File: config.mk
export PLATFORM = sky130hd
export DESIGN_NAME = sata_rx_dword_decoder
export DESIGN_NICKNAME = d
export VERILOG_FILES = /design/src/rtl/sata_link_pkg.sv /design/src/rtl/sata_rx_prim_decode.sv /design/src/rtl/sata_rx_dword_decoder.sv
export SDC_FILE = /design/constraint.sdc
export NUM_CORES = 1
export LEC_CHECK = 0
export ABC_AREA = 1
export CAP_MARGIN = 5
export CORE_ASPECT_RATIO = 0.7
export CORE_UTILIZATION = 50
export DETAILED_ROUTE_END_ITERATION = 10
export PLACE_DENSITY = 0.82
export REMOVE_ABC_BUFFERS = 1
export SYNTH_ARGS = -nofsm -noshare
export SYNTH_HDL_FRONTEND = slang
export SYNTH_HIERARCHICAL = 1
export SYNTH_SLANG_ARGS = --single-unit
File: constraint.sdc
create_clock -name phy_clk -period 4.5 [get_ports phy_clk]
set_input_delay 1.35 -clock phy_clk [delete_from_list [all_inputs] [get_ports phy_clk]]
set_output_delay 1.35 -clock phy_clk [all_outputs]
set_load 0.005 [all_outputs]
File: src/rtl/sata_link_pkg.sv
// Shared SATA link definitions: primitive dword encodings, primitive enum and lookup helpers.
package sata_link_pkg;

    localparam int unsigned SLIP_W = 3;

    localparam logic [31:0] DW_ALIGN   = 32'h7B4A_4ABC;
    localparam logic [31:0] DW_SYNC    = 32'hB5B5_957C;
    localparam logic [31:0] DW_X_RDY   = 32'h5757_B57C;
    localparam logic [31:0] DW_R_RDY   = 32'h4A4A_957C;
    localparam logic [31:0] DW_R_IP    = 32'h5555_B57C;
    localparam logic [31:0] DW_R_OK    = 32'h3535_B57C;
    localparam logic [31:0] DW_R_ERR   = 32'h5656_B57C;
    localparam logic [31:0] DW_SOF     = 32'h3737_B57C;
    localparam logic [31:0] DW_EOF     = 32'hD5D5_B57C;
    localparam logic [31:0] DW_WTRM    = 32'h5858_B57C;
    localparam logic [31:0] DW_HOLD    = 32'hD5D5_AA7C;
    localparam logic [31:0] DW_HOLDA   = 32'h9595_AA7C;
    localparam logic [31:0] DW_CONT    = 32'h9999_AA7C;
    localparam logic [31:0] DW_DMAT    = 32'h3636_B57C;
    localparam logic [31:0] DW_PMREQ_P = 32'h1717_B57C;
    localparam logic [31:0] DW_PMREQ_S = 32'h7575_957C;
    localparam logic [31:0] DW_PMACK   = 32'h9595_957C;
    localparam logic [31:0] DW_PMNAK   = 32'hF5F5_957C;

    typedef enum logic [4:0] {
        PRIM_NONE    = 5'd0,
        PRIM_ALIGN   = 5'd1,
        PRIM_SYNC    = 5'd2,
        PRIM_X_RDY   = 5'd3,
        PRIM_R_RDY   = 5'd4,
        PRIM_R_IP    = 5'd5,
        PRIM_R_OK    = 5'd6,
        PRIM_R_ERR   = 5'd7,
        PRIM_SOF     = 5'd8,
        PRIM_EOF     = 5'd9,
        PRIM_WTRM    = 5'd10,
        PRIM_HOLD    = 5'd11,
        PRIM_HOLDA   = 5'd12,
        PRIM_CONT    = 5'd13,
        PRIM_DMAT    = 5'd14,
        PRIM_PMREQ_P = 5'd15,
        PRIM_PMREQ_S = 5'd16,
        PRIM_PMACK   = 5'd17,
        PRIM_PMNAK   = 5'd18,
        PRIM_UNKNOWN = 5'd31
    } prim_e;

    function automatic logic is_k28(input logic [7:0] b);
        return (b == 8'hBC) || (b == 8'h7C);
    endfunction

    function automatic prim_e prim_lookup(input logic [31:0] dw);
        prim_e p;
        case (dw)
            DW_ALIGN:   p = PRIM_ALIGN;
            DW_SYNC:    p = PRIM_SYNC;
            DW_X_RDY:   p = PRIM_X_RDY;
            DW_R_RDY:   p = PRIM_R_RDY;
            DW_R_IP:    p = PRIM_R_IP;
            DW_R_OK:    p = PRIM_R_OK;
            DW_R_ERR:   p = PRIM_R_ERR;
            DW_SOF:     p = PRIM_SOF;
            DW_EOF:     p = PRIM_EOF;
            DW_WTRM:    p = PRIM_WTRM;
            DW_HOLD:    p = PRIM_HOLD;
            DW_HOLDA:   p = PRIM_HOLDA;
            DW_CONT:    p = PRIM_CONT;
            DW_DMAT:    p = PRIM_DMAT;
            DW_PMREQ_P: p = PRIM_PMREQ_P;
            DW_PMREQ_S: p = PRIM_PMREQ_S;
            DW_PMACK:   p = PRIM_PMACK;
            DW_PMNAK:   p = PRIM_PMNAK;
            default:    p = PRIM_UNKNOWN;
        endcase
        return p;
    endfunction

endpackage

File: src/rtl/sata_rx_prim_decode.sv
// Combinational classifier: assembled dword + per-byte K flags -> primitive flag, code, K error.
module sata_rx_prim_decode
    import sata_link_pkg::*;
(
    input  logic [31:0] dword,
    input  logic [3:0]  charisk,
    output logic        is_prim,
    output prim_e       code,
    output logic        k_err
);

    always_comb begin
        is_prim = (charisk == 4'b0001);
        k_err   = !is_prim && (charisk != 4'b0000);
        code    = is_prim ? prim_lookup(dword) : PRIM_NONE;
    end

endmodule

File: src/rtl/sata_rx_dword_decoder.sv
// RX halfword-to-dword rebuilder with phase lock, ALIGN drop and CONT expansion.
// Optional saturating error counter enabled by SATA_RX_ERR_CNT_EN.
module sata_rx_dword_decoder
    import sata_link_pkg::*;
#(
    parameter int unsigned SLIP_THRESH = 3
) (
    input  logic        phy_clk,
    input  logic        reset_n,
    input  logic        linkup,
    input  logic [15:0] rx_data_in,
    input  logic [1:0]  rx_charisk_in,
    input  logic        decerr,
    output logic [31:0] rx_dw_out,
    output logic        rx_dw_vld,
    output logic [4:0]  rx_prim_code,
    output logic        rx_prim_vld,
    output logic        align_det_t,
    output logic        dw_locked,
    output logic        rx_err_t,
    output logic [15:0] err_cnt
);

    typedef enum logic [1:0] {StHunt, StLo, StHi} state_e;

    state_e             state_q, state_d;
    logic [15:0]        lo_data_q, lo_data_d;
    logic [1:0]         lo_k_q, lo_k_d;
    logic               lo_err_q, lo_err_d;
    logic [SLIP_W-1:0]  slip_q, slip_d;
    logic               locked_q, locked_d;
    prim_e              last_q, last_d;
    logic               cont_q, cont_d;
    logic [31:0]        dw_q, dw_d;
    prim_e              code_q, code_d;
    logic               dw_vld_q, dw_vld_d;
    logic               prim_vld_q, prim_vld_d;
    logic               align_q, align_d;
    logic               err_q, err_d;

    logic [31:0]        asm_dw;
    logic [3:0]         asm_k;
    logic               hw_k28;
    logic [SLIP_W-1:0]  slip_inc;
    logic               dec_is_prim;
    prim_e              dec_code;
    logic               dec_k_err;

    assign asm_dw   = {rx_data_in, lo_data_q};
    assign asm_k    = {rx_charisk_in, lo_k_q};
    assign hw_k28   = (rx_charisk_in == 2'b01) && is_k28(rx_data_in[7:0]);
    assign slip_inc = slip_q + 1'b1;

    sata_rx_prim_decode u_prim_decode (
        .dword   (asm_dw),
        .charisk (asm_k),
        .is_prim (dec_is_prim),
        .code    (dec_code),
        .k_err   (dec_k_err)
    );

    always_comb begin
        state_d    = state_q;
        lo_data_d  = lo_data_q;
        lo_k_d     = lo_k_q;
        lo_err_d   = lo_err_q;
        slip_d     = slip_q;
        locked_d   = locked_q;
        last_d     = last_q;
        cont_d     = cont_q;
        dw_d       = dw_q;
        code_d     = code_q;
        dw_vld_d   = 1'b0;
        prim_vld_d = 1'b0;
        align_d    = 1'b0;
        err_d      = 1'b0;

        if (!linkup) begin
            state_d   = StHunt;
            lo_data_d = '0;
            lo_k_d    = '0;
            lo_err_d  = 1'b0;
            slip_d    = '0;
            locked_d  = 1'b0;
            last_d    = PRIM_NONE;
            cont_d    = 1'b0;
            dw_d      = '0;
            code_d    = PRIM_NONE;
        end else begin
            unique case (state_q)
                StHunt: begin
                    if (hw_k28) begin
                        lo_data_d = rx_data_in;
                        lo_k_d    = rx_charisk_in;
                        lo_err_d  = decerr;
                        state_d   = StHi;
                    end
                end
                StLo: begin
                    lo_data_d = rx_data_in;
                    lo_k_d    = rx_charisk_in;
                    lo_err_d  = decerr;
                    state_d   = StHi;
                    if (hw_k28) slip_d = '0;
                end
                StHi: begin
                    state_d  = StLo;
                    locked_d = 1'b1;
                    dw_d     = asm_dw;
                    if (dec_k_err) begin
                        err_d = 1'b1;
                    end else if (dec_is_prim) begin
                        case (dec_code)
                            PRIM_ALIGN: align_d = 1'b1;
                            PRIM_CONT: begin
                                if (last_q == PRIM_NONE) err_d  = 1'b1;
                                else                     cont_d = 1'b1;
                            end
                            // Unknown codes break the run and cannot be repeated by a later CONT
                            PRIM_UNKNOWN: begin
                                err_d      = 1'b1;
                                prim_vld_d = 1'b1;
                                code_d     = PRIM_UNKNOWN;
                                last_d     = PRIM_NONE;
                                cont_d     = 1'b0;
                            end
                            default: begin
                                prim_vld_d = 1'b1;
                                code_d     = dec_code;
                                last_d     = dec_code;
                                cont_d     = 1'b0;
                            end
                        endcase
                    end else if (cont_q) begin
                        prim_vld_d = 1'b1;
                        code_d     = last_q;
                    end else begin
                        dw_vld_d = 1'b1;
                    end
                    if (decerr || lo_err_q) err_d = 1'b1;
                    // K28.x in the high slot means our phase is off by one halfword
                    if (hw_k28) begin
                        if (slip_inc == SLIP_W'(SLIP_THRESH)) begin
                            state_d  = StHunt;
                            locked_d = 1'b0;
                            cont_d   = 1'b0;
                            last_d   = PRIM_NONE;
                            slip_d   = '0;
                        end else begin
                            slip_d = slip_inc;
                        end
                    end
                end
                default: state_d = StHunt;
            endcase
        end
    end

    always_ff @(posedge phy_clk or negedge reset_n) begin
        if (!reset_n) begin
            state_q    <= StHunt;
            lo_data_q  <= '0;
            lo_k_q     <= '0;
            lo_err_q   <= 1'b0;
            slip_q     <= '0;
            locked_q   <= 1'b0;
            last_q     <= PRIM_NONE;
            cont_q     <= 1'b0;
            dw_q       <= '0;
            code_q     <= PRIM_NONE;
            dw_vld_q   <= 1'b0;
            prim_vld_q <= 1'b0;
            align_q    <= 1'b0;
            err_q      <= 1'b0;
        end else begin
            state_q    <= state_d;
            lo_data_q  <= lo_data_d;
            lo_k_q     <= lo_k_d;
            lo_err_q   <= lo_err_d;
            slip_q     <= slip_d;
            locked_q   <= locked_d;
            last_q     <= last_d;
            cont_q     <= cont_d;
            dw_q       <= dw_d;
            code_q     <= code_d;
            dw_vld_q   <= dw_vld_d;
            prim_vld_q <= prim_vld_d;
            align_q    <= align_d;
            err_q      <= err_d;
        end
    end

`ifdef SATA_RX_ERR_CNT_EN
    logic [15:0] err_cnt_q;

    // Counts alongside the pulse; survives LINKUP drops
    always_ff @(posedge phy_clk or negedge reset_n) begin
        if (!reset_n) begin
            err_cnt_q <= '0;
        end else if (err_d && (err_cnt_q != 16'hFFFF)) begin
            err_cnt_q <= err_cnt_q + 16'd1;
        end
    end

    assign err_cnt = err_cnt_q;
`else
    assign err_cnt = 16'h0;
`endif

    assign rx_dw_out    = dw_q;
    assign rx_dw_vld    = dw_vld_q;
    assign rx_prim_code = code_q;
    assign rx_prim_vld  = prim_vld_q;
    assign align_det_t  = align_q;
    assign dw_locked    = locked_q;
    assign rx_err_t     = err_q;

endmodule

==> results.txt <==
Status: completed
Yosys synthesis warning count: 6
Via density: 5.37
Clk sinks: 72
DR pass1 iterations: 5
RR Endpoint: rx_prim_code[3]
Die Height: 78.3 um
Setup-failing EPs final: 0
Crit path max fanout: 7
Post-Synth Simple-Gate Area: 0.353
Synth Area in Adders: 0.00603
Final critical-path required period: 4.02 ns
RR Startpoint: lo_data_q[7]
Sequential share of power: 0.428
Clock slew at reported path FFs: 0.06 ns
Crit start category: input pin
GR Overflow Total: 0
Largest net degree at the start of global routing: 41
Post-Place Cell Area: 4800 um^2
Pwr Density: 298 nW/um^2
Nets: 654
Fillers: 707
Hold_sp: lo_k_q[1]
Syn avg cell area: 7.35 um^2
WL final: 11,000 um
Flop2flop setup slack: 1.64 ns
Slew @ Worst Pin: 0.935 ns
Layout cells sized above 1: 0.0929
Post-Synth XOR/XNOR Area: 0.00211
CP delay by family, top: simple AND/OR/NAND/NOR gates
Largest family of logic cells by synthesized area: simple AND/OR/NAND/NOR gates
Fin. Hold Viols: 0
Setup ws final: 0.479 ns
Crit-path most repeated cell: nand2_1
H-tree levels: 3
Power share of the combinational group: 0.063
Iteration-0 DRC Markers: 314
Met3 Usage GRT: 0.0656
Dominant cell type by area after synthesis: dfrtp_1
Tot GR Track Use: 0.271
Initial core utilization: 0.523
Cell count after synthesis: 565
Vias: 3,955
Complex-gate fraction of the synthesized area: 0.0985
Main synth FF type: dfrtp_1
Max Transition Viols Final: 0
Max frequency: 249 MHz
HP Class: reg -> reg
Worst Path Required: 4.72 ns
Drt drc: 0
Core ar.: 7940 um^2
Diodes inserted: 0
Post-synthesis to final-layout area growth: 23.2%
ANT nets after route: 0
Max-Cap Viols: 0
Worst-case hold path end point: lo_k_q[1]
Multiplexer share of the synthesized area: 0
CP max-delay cell: clkdlybuf4s50_1
Pint: 1.17 mW
Max clock buf depth: 2
Cell area after layout: 5120 um^2
Dpl hpwl: 8180 um
Clk root buf: clkbuf_16
Top-area cell type share of the netlist area: 0.434
Slowest cell delay on critical path: 0.69 ns
Vias in the first global route: 3,682
Sequential fraction of the synthesis area: 0.434
Placed insts: 720
Reg2reg path depth: 20
Sw Ratio: 0.234
Worst Path Buf+Inv: 4
Hold bufs inserted after CTS: 0
Post-Layout Cell Count: 736
Arrival time worst endpoint: 4.24 ns
Met1 Usage GRT: 0.402
I/O pin count: 80
Setup_tns: 0 ns
Cell leakage power: 2.54 nW
Setup Skew: 0.00634 ns
Sw power: 356 uW
CTS tree: done
Synth Cell Area: 4150 um^2
Worst slew margin: 0.377
Max IR drop VDD: 0.244 mV
Post-synth EDFFs: 0
TritonCTS buffer count: 9
Antenna violations before repair: 0
Count of cell types in the netlist: 34
CP cell instances: clkdlybuf4s50_1 -> nand2_1 -> nor2_1 -> nand2_1 -> nor2_1 -> nand3_1 -> nand2_1 -> inv_1 -> nand2_1 -> nor2_2 -> nand2_2 -> a21oi_1 -> nand2_1 -> inv_1 -> o21ai_2 -> inv_2 -> nand2_1 -> nand2_2 -> nand3_1 -> nand2_1
Quantity of gates resized following cts: 0
Hold depth: 2
Clock Power Share: 0.510
Row count: 27
GRT met2 Usage: 0.391
# Post-CTS Setup Buffers: 0
DIE AREA: 8680 um^2
Nature of the critical path endpoint: flip-flop
Total power draw: 1.52 mW
Pre-CTS setup slack: 0.212 ns
Yosys reg bits: 72
Tcrit/Tclk final: 0.893
IO buf count: 63
Crit path kind: in -> reg
Avg WL per Cell: 15.0 um
First-pass GRT wire length: 18,300 um
Routability cong.: 0.944
Synth area leaders: dfrtp_1 (43%), nand2_1 (17%), a22o_1 (5.9%), nor2_1 (5.9%), inv_1 (5.0%)
Worst skew pair latency: 0.34 ns
Die W: 111 um
Top Usage Layer GRT: met1
Async SR Flop Fraction: 1.00
RSZ-0062 raised after global routing: false
[worst max path at each step]
stage | from | end | slack (ns) | cells past startpoint
3_3_place_gp | rx_data_in[7] | rx_prim_code[1] | 0.34 | 22
2_1_floorplan | rx_data_in[1] | last_q[1] | 1.34 | 20
4_1_cts | rx_data_in[4] | rx_prim_code[3] | 0.56 | 20
5_1_grt | rx_data_in[4] | last_q[1] | 0.14 | 20
6_report | rx_data_in[4] | rx_prim_code[3] | 0.48 | 20
3_5_place_dp | rx_data_in[4] | rx_prim_code[3] | 0.21 | 20
[sequential cells by signal (all words and copies together) (netlist names)]
register / flops
align_det_t: 1
cont_q: 1
dw_locked: 1
last_q: 5
lo_data_q: 16
lo_err_q: 1
lo_k_q: 2
rx_dw_out: 32
rx_dw_vld: 1
rx_err_t: 1
rx_prim_code: 5
rx_prim_vld: 1
slip_q: 3
state_q: 2
[synth_stat cells (3+ instances only)]
| cell | count |
|---|---|
| nor2_2 | 9 |
| or2_2 | 3 |
| nand2_2 | 9 |
| nor3_1 | 3 |
| nand2_1 | 192 |
| buf_2 | 6 |
| a22o_1 | 28 |
| inv_2 | 10 |
| buf_4 | 18 |
| nand3_1 | 34 |
| dfrtp_1 | 72 |
| nor2_1 | 65 |
| inv_1 | 55 |
| nand4_1 | 15 |
| o21ai_0 | 12 |
| a21oi_1 | 9 |
[per-layer routing]
| layer | share of wire | up-vias |
|---|---|---|
| met3 | 0.070 | 13 |
| met1 | 0.50 | 1879 |
| li1 | - | 1898 |
| met5 | 0 | - |
| met2 | 0.42 | 165 |
| met4 | 0.011 | 0 |
[cell usage in the layout (no fill, tap or decap), types with 2 or more instances in the layout]
master / instances
inv_1: 55
conb_1: 16
dfrtp_1: 72
nor2_2: 9
nor2_4: 2
nor3_1: 3
a22o_1: 28
bufinv_16: 2
clkdlybuf4s50_1: 62
nand4_1: 15
nand2_1: 192
ha_1: 2
buf_4: 4
nand3b_1: 2
or2_2: 3
inv_2: 10
a21oi_1: 9
nand2_2: 9
o21ai_0: 12
clkinvlp_4: 2
nor2_1: 65
clkbuf_16: 9
and2_1: 2
nand3_1: 34
o21ai_2: 2
[logic make-up after synthesis]
family,Yosys count
xor+xnor,1
other cells,1
buf+inv,93
simple gates,340
compound gates,56
fa+ha+maj,2
flops,72
[worst reg2reg max path: stages, from the launching register on]
cell and delay, ns:
dfrtp_1 0.42, inv_1 0.11, nand2_1 0.07, nor2_1 0.16
nand2_2 0.13, nor2_4 0.22, nand3_1 0.16, nand2_1 0.09
inv_1 0.05, nand2_1 0.07, nor2_2 0.05, nand2_2 0.10
a21oi_1 0.14, nand2_1 0.14, inv_1 0.08, o21ai_2 0.25
inv_2 0.05, nand2_1 0.16, nand2_2 0.12, nand3_1 0.09
nand2_1 0.08
[power by group through the flow]
stage          sequential [mW]  combinational (mW)  clock [mW]
2_1_floorplan            0.663              0.0362           0
6_report                 0.651              0.0954       0.776
4_1_cts                  0.651              0.0948       0.788
5_1_grt                  0.651               0.106       0.813
3_3_place_gp             0.663              0.0914           0
3_5_place_dp             0.663              0.0940           0
[final cells by class]
type	instances	area, um^2	area share
inverter	65	244	0.0477
sequential	72	1800	0.352
tap	101	126	0.0247
timing repair buffer	67	656	0.128
multi-input combinational	415	1970	0.385
clock inverter	6	92.6	0.0181
clock buffer	10	229	0.0447
[stage by stage]
step | util | hold slack (ns)
floorplan | - | 0.432
global placement | 0.604 | 0.457
detailed placement | 0.604 | 0.458
CTS | 0.645 | 0.474
global route | 0.645 | 0.499
finish | 0.645 | 0.472
(Power assumes the default switching activity.)
